`src/rtl/alu_pkg.sv`:
```
// Shared types for the alu_pipe execute unit: opcodes, FSM states and the flag record.
package alu_pkg;

  localparam int ALU_OP_W = 3;

  typedef enum logic [ALU_OP_W-1:0] {
    ALU_ADD  = 3'b000,
    ALU_SUB  = 3'b001,
    ALU_NAND = 3'b010,
    ALU_XOR  = 3'b011,
    ALU_SLL  = 3'b100,
    ALU_SRA  = 3'b101,
    ALU_ROR  = 3'b110,
    ALU_ILL  = 3'b111
  } alu_op_e;

  typedef enum logic [1:0] {
    IDLE  = 2'd0,
    SHIFT = 2'd1,
    HOLD  = 2'd2
  } alu_state_e;

  typedef struct packed {
    logic z;
    logic v;
    logic n;
  } alu_flags_t;

  function automatic logic is_shift(input alu_op_e op);
    return (op == ALU_SLL) || (op == ALU_SRA) || (op == ALU_ROR);
  endfunction

endpackage

```
`src/rtl/alu_shifter.sv`:
```
// alu_shifter: iterative one-bit-per-cycle SLL/SRA/ROR engine with a down-counter.
// Latency: shamt cycles after start; no backpressure, the owning FSM collects result_o when done_o.
// result_o is the value after the step taken this cycle; done_o marks the final step.
module alu_shifter
  import alu_pkg::*;
#(
  parameter int WIDTH = 16,
  parameter int SHW   = $clog2(WIDTH)
) (
  input  logic             clk,
  input  logic             rst,
  input  logic             start_i,
  input  alu_op_e          mode_i,
  input  logic [WIDTH-1:0] data_i,
  input  logic [SHW-1:0]   shamt_i,
  output logic             done_o,
  output logic [WIDTH-1:0] result_o
);

  logic [WIDTH-1:0] data_q;
  logic [SHW-1:0]   cnt_q;
  alu_op_e          mode_q;
  logic [WIDTH-1:0] step;

  always_comb begin
    step = data_q;
    case (mode_q)
      ALU_SLL: step = {data_q[WIDTH-2:0], 1'b0};
      ALU_SRA: step = {data_q[WIDTH-1], data_q[WIDTH-1:1]};
      ALU_ROR: step = {data_q[0], data_q[WIDTH-1:1]};
      default: step = data_q;
    endcase
  end

  always_ff @(posedge clk or posedge rst) begin
    if (rst) begin
      data_q <= '0;
      cnt_q  <= '0;
      mode_q <= ALU_SLL;
    end else if (start_i) begin
      data_q <= data_i;
      cnt_q  <= shamt_i;
      mode_q <= mode_i;
    end else if (cnt_q != '0) begin
      data_q <= step;
      cnt_q  <= cnt_q - 1'b1;
    end
  end

  assign done_o   = (cnt_q == {{(SHW-1){1'b0}}, 1'b1});
  assign result_o = step;

endmodule

```
`src/rtl/alu_pipe.sv`:
```
// alu_pipe: WIDTH-bit execute unit with Z/V/N flags; ALU_SAT_EN selects saturating ADD/SUB.
// Latency: 1 cycle for logic/arith (and zero-amount shifts), 1+shamt cycles for shifts.
// Backpressure: result held in HOLD until out_ready; in_ready low while shifting or stalled.
module alu_pipe
  import alu_pkg::*;
#(
  parameter  int WIDTH = 16,
  localparam int SHW   = $clog2(WIDTH)
) (
  input  logic             clk,
  input  logic             rst,
  input  logic             in_valid,
  output logic             in_ready,
  input  logic [WIDTH-1:0] in_a,
  input  logic [WIDTH-1:0] in_b,
  input  logic [2:0]       in_op,
  output logic             out_valid,
  input  logic             out_ready,
  output logic [WIDTH-1:0] out_result,
  output logic             out_error,
  output logic             flag_z,
  output logic             flag_v,
  output logic             flag_n
);

  alu_state_e       state_q, state_d;
  logic [WIDTH-1:0] res_q, res_d;
  logic             err_q, err_d;
  logic             ovf_q, ovf_d;
  alu_op_e          op_q, op_d;
  alu_flags_t       flags_q, flags_d;

  alu_op_e          op_in;
  logic [SHW-1:0]   shamt;
  logic             accept, fire_out, sh_start, sh_done;
  logic [WIDTH-1:0] sh_result;
  logic [WIDTH-1:0] b_eff, sum, comb_res;
  logic             is_sub, ovf, comb_err;

  assign op_in    = alu_op_e'(in_op);
  assign shamt    = in_b[SHW-1:0];
  assign in_ready = (state_q == IDLE) || ((state_q == HOLD) && out_ready);
  assign accept   = in_valid && in_ready;
  assign fire_out = (state_q == HOLD) && out_ready;
  assign sh_start = accept && is_shift(op_in) && (shamt != '0);

  // SUB is A + ~B + 1, so one overflow rule covers both arithmetic ops.
  always_comb begin
    is_sub   = (op_in == ALU_SUB);
    b_eff    = is_sub ? ~in_b : in_b;
    sum      = in_a + b_eff + {{(WIDTH-1){1'b0}}, is_sub};
    ovf      = (in_a[WIDTH-1] == b_eff[WIDTH-1]) && (sum[WIDTH-1] != in_a[WIDTH-1]);
    comb_res = '0;
    comb_err = 1'b0;
    case (op_in)
      ALU_ADD, ALU_SUB: begin
`ifdef ALU_SAT_EN
        if (ovf) comb_res = in_a[WIDTH-1] ? {1'b1, {(WIDTH-1){1'b0}}} : {1'b0, {(WIDTH-1){1'b1}}};
        else     comb_res = sum;
        comb_err = 1'b0;
`else
        comb_res = sum;
        comb_err = ovf;
`endif
      end
      ALU_NAND: comb_res = ~(in_a & in_b);
      ALU_XOR:  comb_res = in_a ^ in_b;
      ALU_SLL, ALU_SRA, ALU_ROR: comb_res = in_a;
      default: begin
        comb_res = '0;
        comb_err = 1'b1;
      end
    endcase
  end

  always_comb begin
    state_d = state_q;
    res_d   = res_q;
    err_d   = err_q;
    ovf_d   = ovf_q;
    op_d    = op_q;
    flags_d = flags_q;

    if (fire_out) begin
      state_d = IDLE;
      if (op_q != ALU_ILL) flags_d.z = (res_q == '0);
      if ((op_q == ALU_ADD) || (op_q == ALU_SUB)) begin
        flags_d.v = ovf_q;
        flags_d.n = res_q[WIDTH-1];
      end
    end

    if ((state_q == SHIFT) && sh_done) begin
      state_d = HOLD;
      res_d   = sh_result;
      err_d   = 1'b0;
    end

    if (accept) begin
      op_d  = op_in;
      ovf_d = ((op_in == ALU_ADD) || (op_in == ALU_SUB)) && ovf;
      if (sh_start) begin
        state_d = SHIFT;
      end else begin
        state_d = HOLD;
        res_d   = comb_res;
        err_d   = comb_err;
      end
    end
  end

  always_ff @(posedge clk or posedge rst) begin
    if (rst) begin
      state_q <= IDLE;
      res_q   <= '0;
      err_q   <= 1'b0;
      ovf_q   <= 1'b0;
      op_q    <= ALU_ADD;
      flags_q <= '0;
    end else begin
      state_q <= state_d;
      res_q   <= res_d;
      err_q   <= err_d;
      ovf_q   <= ovf_d;
      op_q    <= op_d;
      flags_q <= flags_d;
    end
  end

  alu_shifter #(.WIDTH(WIDTH), .SHW(SHW)) u_shifter (
    .clk      (clk),
    .rst      (rst),
    .start_i  (sh_start),
    .mode_i   (op_in),
    .data_i   (in_a),
    .shamt_i  (shamt),
    .done_o   (sh_done),
    .result_o (sh_result)
  );

  assign out_valid  = (state_q == HOLD);
  assign out_result = res_q;
  assign out_error  = err_q;
  assign flag_z     = flags_q.z;
  assign flag_v     = flags_q.v;
  assign flag_n     = flags_q.n;

endmodule

```
`config.mk`:
```
export PLATFORM = sky130hd
export DESIGN_NAME = alu_pipe
export DESIGN_NICKNAME = d
export VERILOG_FILES = /design/src/rtl/alu_pkg.sv /design/src/rtl/alu_shifter.sv /design/src/rtl/alu_pipe.sv
export SDC_FILE = /design/constraint.sdc
export NUM_CORES = 1
export LEC_CHECK = 0
export ABC_AREA = 1
export BUFFER_PORTS_ARGS = -buffer_cell sky130_fd_sc_hd__buf_2
export CORE_MARGIN = 3
export CORE_UTILIZATION = 40
export DETAILED_ROUTE_END_ITERATION = 8
export PLACE_DENSITY = 0.63
export SLEW_MARGIN = 20
export SYNTH_ARGS = -nofsm -noshare
export SYNTH_HDL_FRONTEND = slang
export SYNTH_SLANG_ARGS = --single-unit
```
`constraint.sdc`:
```
create_clock -name clk -period 2.05 [get_ports clk]
set_input_delay 0.1025 -clock clk [delete_from_list [all_inputs] [get_ports clk]]
set_output_delay 0.1025 -clock clk [all_outputs]
set_load 0.02 [all_outputs]
```
==> results.ini, run 1 <==
[clock_network]
cts_root_buffer = clkbuf_8
clkLatencyLatePin_ns = 0.31
clk_pin_slew_ns = 0.10
cts_tree = yes
cts_buffer_depth = 2
cts_made_buffers = 5
htreeDepth = 2
clock-sinks = 49

[synthesis]
ys.flop_type = dfrtp_1
synth.largest_area_cell = dfrtp_1
yosys.cell_types.count = 44
synthTopCellsByArea = dfrtp_1 (29%), ha_1 (11%), nand2_1 (9.6%), o21ai_0 (5.9%), inv_1 (5.6%)
yosysTopAreaCellShare_pct = 28.8
syn-num-nets = 649
avgSynthCellArea_um2 = 7.27
synth-edff-count = 0
ys_warn_count = 0
synth_cells = 574
ys_ff_latch = 49
ys_seq_area_share_pct = 29.4
netlist_area_um2 = 4170
async_flop_share_pct = 100

[sta]
setup_viol = 0
max_freq_mhz = 518
worstMarginPinSlew_ns = 0.633
layout_min_cycle_time_ns = 1.93
fin_crit_sh_pct = 94.2
slew_violations = 0
worst_slack_ns = 0.119
relSlewSlack_pct = 57.4
hold_violations = 0
finClkSkew_ns = 0.0133

[place]
gp_congestion = 0.909
io_buffers = 60
dp_hpwl_um = 10200
pre_cts_slack_ns = -0.250

[floorplan]
num_rows = 36
core-area_um2 = 9950
die_h_um = 108
dieWidth_um = 108
initial_core_util_pct = 41.9
fp.dieArea_um2 = 11700
io_pins = 61

[global_routing]
grt_antenna_before_repair = 0
grtUsageTotal_pct = 22.3
grt_pass1_vias = 4095
overflow = 0
grt_pass1_wl_um = 20700
grt_max_degree = 50

[hold_path]
holdPathStages = 3
min_path_type = primary input to flip-flop
min-delay-start = in_b[3]
hold_end = u_shifter.cnt_q[3]

[cells_and_area]
areaGrowthSynthToFinish_pct = 21.5
fin_nets = 747
antenna-diode-count = 0
drive_gt1_share_pct = 21.5

[detailed_routing]
wl_per_cell_um = 16.0
drt_pass1_iterations = 5
antenna_left = 0
drt_iter0_drc = 245
vias_per_cell = 5.34
vias = 4303
drc_errors = 0
wl_um = 12900

[power_and_ir_drop]
p_seq_share_pct = 30.5
p_sw_mw = 2.86
power_density_nw_per_um2 = 1170
p_leak_nw = 2.58
peakVddDrop_uv = 502
internal_power_mw = 3.05
swShare_pct = 48.4
power_mw = 5.91
p_comb_share_pct = 59.4
p_clk_share_pct = 10.2

[critical_path]
setup.worst_path.class = primary input to flip-flop
cp.required_ns = 2.30
r2r_slack_ns = 0.18
startpoint_type = primary input
reg2reg_from = state_q[0]
ff2ff_path_depth = 10
critPathArrivalTime_ns = 2.19
cp-end-kind = flip-flop
worstReg2RegEnd = out_result[3]
path_max_fanout = 11

[outcome]
outcome = complete, no violations

[job]
drv_cap = 0

[power by group through the flow]
stage	Combinational, mW	Clock, mW	Sequential (mW)
after floorplan	2.25	0	1.91
after global placement	3.42	0	1.79
after detailed placement	3.46	0	1.81
after CTS	3.48	0.608	1.79
after global routing	3.94	0.652	1.85
final	3.51	0.600	1.80
[how the worst max path moves through the flow]
stage	start	end	slack (ns)
floorplan	in_op[1]	out_result[10]	0.006
global placement	in_op[1]	out_result[11]	-0.28
detailed placement	in_op[1]	out_result[11]	-0.25
CTS	in_op[1]	out_result[11]	0.07
global route	in_op[2]	ovf_q	-0.007
finish	in_op[2]	out_result[11]	0.12
[layout by cell type, fill, tap and decap left out, drive strengths merged, types with 2 or more instances in the layout]
cell     count
nand2      108
buf        108
o21ai       76
inv         68
nor2        67
dfrtp       48
ha          35
nand3       28
a21oi       24
o22ai       20
xnor2       15
a22oi       13
a221oi      11
xor2         6
o211ai       5
clkbuf       5
nand4        4
nor3         4
mux2         3
nor4         3
o2111ai      3
clkinv       3
or2          2
a31oi        2
a21o         2
a21boi       2
[what timing repair did]
action	in CTS	in global routing
gates resized for setup	0	4
hold buffers	1	0
setup endpoints to repair	0	7
setup buffers	0	1
hold endpoints to repair	48	0
[state kept, by name (all words and copies together), names as in the netlist]
register,flops
ovf_q,1
flag_n,1
u_shifter.data_q,16
op_q,3
out_error,1
flag_v,1
flag_z,1
u_shifter.mode_q,3
out_result,16
u_shifter.cnt_q,4
state_q,2
[critical path, stage by stage]
cell,delay (ns)
buf_2,0.12
nor2_4,0.17
nand2_8,0.13
xnor2_1,0.15
ha_1,0.30
a21oi_1,0.20
nor2_1,0.06
nor2_1,0.12
a21boi_1,0.27
a21oi_1,0.09
o21ai_0,0.28
nand2_1,0.10
nand2_1,0.07
[cell type report]
cell class                      count  area (um^2)
Multi-Input combinational cell    438         2630
Timing Repair Buffer              109          696
Sequential cell                    49         1230
Clock inverter                      3         21.3
Inverter                           69          259
Tap cell                          133          166
Fill cell                        1022         4890
Clock buffer                        5         68.8
[cells by family after synthesis]
kind of cell / synth area share, %
fa+ha+maj: 11.0
simple gates: 22.8
compound gates: 23.1
xor+xnor: 4.41
buf+inv: 8.49
flops: 29.4
mux: 0.810
[Yosys cell counts (all sizes together) (10+ instances only)]
| master | count |
|---|---|
| o22ai | 20 |
| inv | 67 |
| nand2 | 108 |
| dfrtp | 48 |
| nor2 | 67 |
| a221oi | 11 |
| ha | 35 |
| a21oi | 24 |
| buf | 10 |
| nand3 | 28 |
| a22oi | 13 |
| o21ai | 76 |
| xnor2 | 15 |
[stage by stage]
step	hold slack [ns]	TNS, ns	cells	util (%)	area, um^2
final	0.107	0	806	50.9	5070
after global routing	0.140	-0.00713	806	50.9	5070
after global placement	0.309	-1.29	796	49.6	4940
after floorplan	0.223	0	574	-	4200
after CTS	0.109	0	805	50.6	5040
after detailed placement	0.314	-1.37	796	49.6	4940
[layer usage]
| metal | vias up | global-route usage [%] | routed length [um] |
|---|---|---|---|
| li1 | 2162 | - | - |
| met1 | 2000 | 31.7 | 6060 |
| met2 | 124 | 35.8 | 5860 |
| met3 | 17 | 2.93 | 737 |
| met4 | 0 | 6.04 | 206 |
| met5 | - | 0 | 0 |
Power figures use the tool's default switching activity.
==> run 2: changes to the inputs <==
--- a/config.mk
+++ b/config.mk
@@ -7,10 +7,11 @@
 export LEC_CHECK = 0
 export ABC_AREA = 1
 export BUFFER_PORTS_ARGS = -buffer_cell sky130_fd_sc_hd__buf_2
-export CORE_MARGIN = 3
+export CELL_PAD_IN_SITES_DETAIL_PLACEMENT = 1
+export CELL_PAD_IN_SITES_GLOBAL_PLACEMENT = 1
 export CORE_UTILIZATION = 40
 export DETAILED_ROUTE_END_ITERATION = 8
-export PLACE_DENSITY = 0.63
+export PLACE_DENSITY = 0.82
 export SLEW_MARGIN = 20
 export SYNTH_ARGS = -nofsm -noshare
 export SYNTH_HDL_FRONTEND = slang
==> run 2 against run 1 <==
  * Sequential cell count is the same
  * Clock-buffer cell count grew 2
  * Routed wire length grew 19%
  * Sequential power is essentially flat
  * Power grew 6.0%
  * Sequential share of layout area shrank 1.1 points
  * Critical endpoint is now out_result[10]
  * Largest cell class unchanged
  * Highest routed layer unchanged
==> results.ini, run 2 (synthesized netlist as in run 1, its figures left out) <==
[outcome]
outcome = complete, no violations

[cells_and_area]
multi_input_area_um2 = 2740
areaGrowthSynthToFinish_pct = 27.1
final_common_cell = nand2_1
final_area_um2 = 5300
drive_gt1_share_pct = 26.9
fillers = 1307
mostFrequentLayoutCells = nand2_1 (98), inv_1 (61), buf_2 (60)
antenna-diode-count = 0
ff_latch_area_um2 = 1230
fin_nets = 758

[critical_path]
startpoint = in_op[2]
setup.worst_path.class = primary input to flip-flop
reg2reg_from = state_q[0]
ff2ff_path_depth = 10
cp.required_ns = 2.24
path_max_fanout = 7
crit_top_cell = nand2_1
startpoint_type = primary input
critPathMaxStageDelay_ns = 0.44
cp_slowest_cell = fa_1
cp-end-kind = flip-flop
crit_chain = buf_2 > nor2_4 > nand2_8 > buf_8 > xor2_2 > fa_1 > nand2_1 > nand3_2 > nand2_1 > o21ai_1 > or2_2 > nand3_1 > nand2_1 > nand2_1 > nand2_1
critPathArrivalTime_ns = 2.20

[place]
placed_area_um2 = 4910
dp_hpwl_um = 11700
pre_cts_slack_ns = -0.292
io_buffers = 60
gp_congestion = 0.925

[hold_path]
min_path_type = primary input to flip-flop
holdPathStages = 3
min-delay-start = in_a[12]

[global_routing]
grt_pass1_wl_um = 24100
grtUsageTotal_pct = 27.7
grt_antenna_before_repair = 0
overflow = 0
grt_pass1_vias = 4896
grt_max_degree = 29

[clock_network]
cts_made_buffers = 5
clk_pin_slew_ns = 0.09
cts_buffer_depth = 2
htreeDepth = 2
clkLatencyLatePin_ns = 0.30
clock-sinks = 49
cts_root_buffer = clkbuf_8
cts_tree = yes

[sta]
grt_setup_unrepaired = true
hold_violations = 0
layout_min_cycle_time_ns = 2.00
finClkSkew_ns = 0.00700
fin_crit_sh_pct = 97.8
hold-worst-slack_ns = 0.186
slew_violations = 0
max_freq_mhz = 499
worst_slack_ns = 0.0455
relSlewSlack_pct = 27.3
setup_viol = 0
worstMarginPinSlew_ns = 1.09

[detailed_routing]
drt_pass1_iterations = 4
wl_per_cell_um = 18.8
wl_um = 15400
vias = 4563
drt_iter0_drc = 198
antenna_left = 0
drc_errors = 0
vias_per_cell = 5.59

[power_and_ir_drop]
p_leak_nw = 2.68
peakVddDrop_uv = 598
power_density_nw_per_um2 = 1180

[floorplan]
num_rows = 36
die_h_um = 104
fp.dieArea_um2 = 10800
initial_core_util_pct = 41.9
io_pins = 61
dieWidth_um = 104
core-area_um2 = 9950

[job]
drv_cap = 0

==> run 2: cell count changes in the layout (fill, tap and decap cells not counted), moves of 6 or more <==
cell | previous run | this run
buf_4 | 46 | 55
nand2_1 | 106 | 98
nor2_1 | 61 | 55
nor2_2 | 1 | 7
nand2_2 | 0 | 8
==> run 2: power breakdown <==
| group | total (mW) | internal [mW] | switching, mW |
|---|---|---|---|
| logic | 3.72 | 1.43 | 2.29 |
| registers | 1.83 | 1.43 | 0.395 |
| clock network | 0.717 | 0.398 | 0.319 |
| total | 6.26 | 3.25 | 3.01 |
==> run 2: layer usage <==
| layer | routed length, um | global-route usage [%] |
|---|---|---|
| met2 | 7950 | 48.8 |
| met1 | 6430 | 35.1 |
| met3 | 682 | 3.01 |
| met4 | 303 | 9.29 |
| met5 | 0 | 0 |
==> run 2: worst max-delay path: cells and delay by family <==
family | cells | cell delay (ns)
AO/OA/AOI/OAI | 1 | 0.08
XOR/XNOR | 1 | 0.16
adder cells (fa/ha/maj) | 1 | 0.44
buffers and inverters | 2 | 0.29
AND/OR/NAND/NOR | 10 | 1.12
==> run 2: worst paths after layout <==
kind / end / slack, ns
setup / recovery: out_result[10] / 0.05
hold / removal: u_shifter.data_q[12] / 0.19
setup reg to reg: out_result[3] / 0.18
hold reg to reg: flag_n / 0.53
max in group asynchronous: u_shifter.data_q[6] / 1.00
min in group asynchronous: u_shifter.cnt_q[1] / 0.42
==> run 2: cell type report <==
type / count / area share [%]
multi-input combinational: 438 / 51.8
clock inverter: 1 / 0.566
clock buffer: 7 / 1.63
tap: 133 / 3.14
timing repair buffer: 120 / 14.7
inverter: 69 / 5.03
sequential: 49 / 23.2
==> run 2: timing repair <==
| action | in CTS | in global routing |
|---|---|---|
| hold endpoints to repair | 25 | 0 |
| buffers inserted | 0 | 14 |
| hold buffers | 1 | 0 |
| gates resized for setup | 0 | 47 |
| endpoints found under the setup margin | 0 | 28 |
==> run 2: stage by stage <==
stage               total power [mW]  setup TNS, ns  utilization [%]  instances
floorplan                       4.16              0                -        574
global placement                5.16          -1.14             49.3        794
detailed placement              5.33          -1.90             49.3        794
CTS                             6.08              0             50.6        803
global route                    6.80         -0.590             53.3        817
finish                          6.26              0             53.3        817
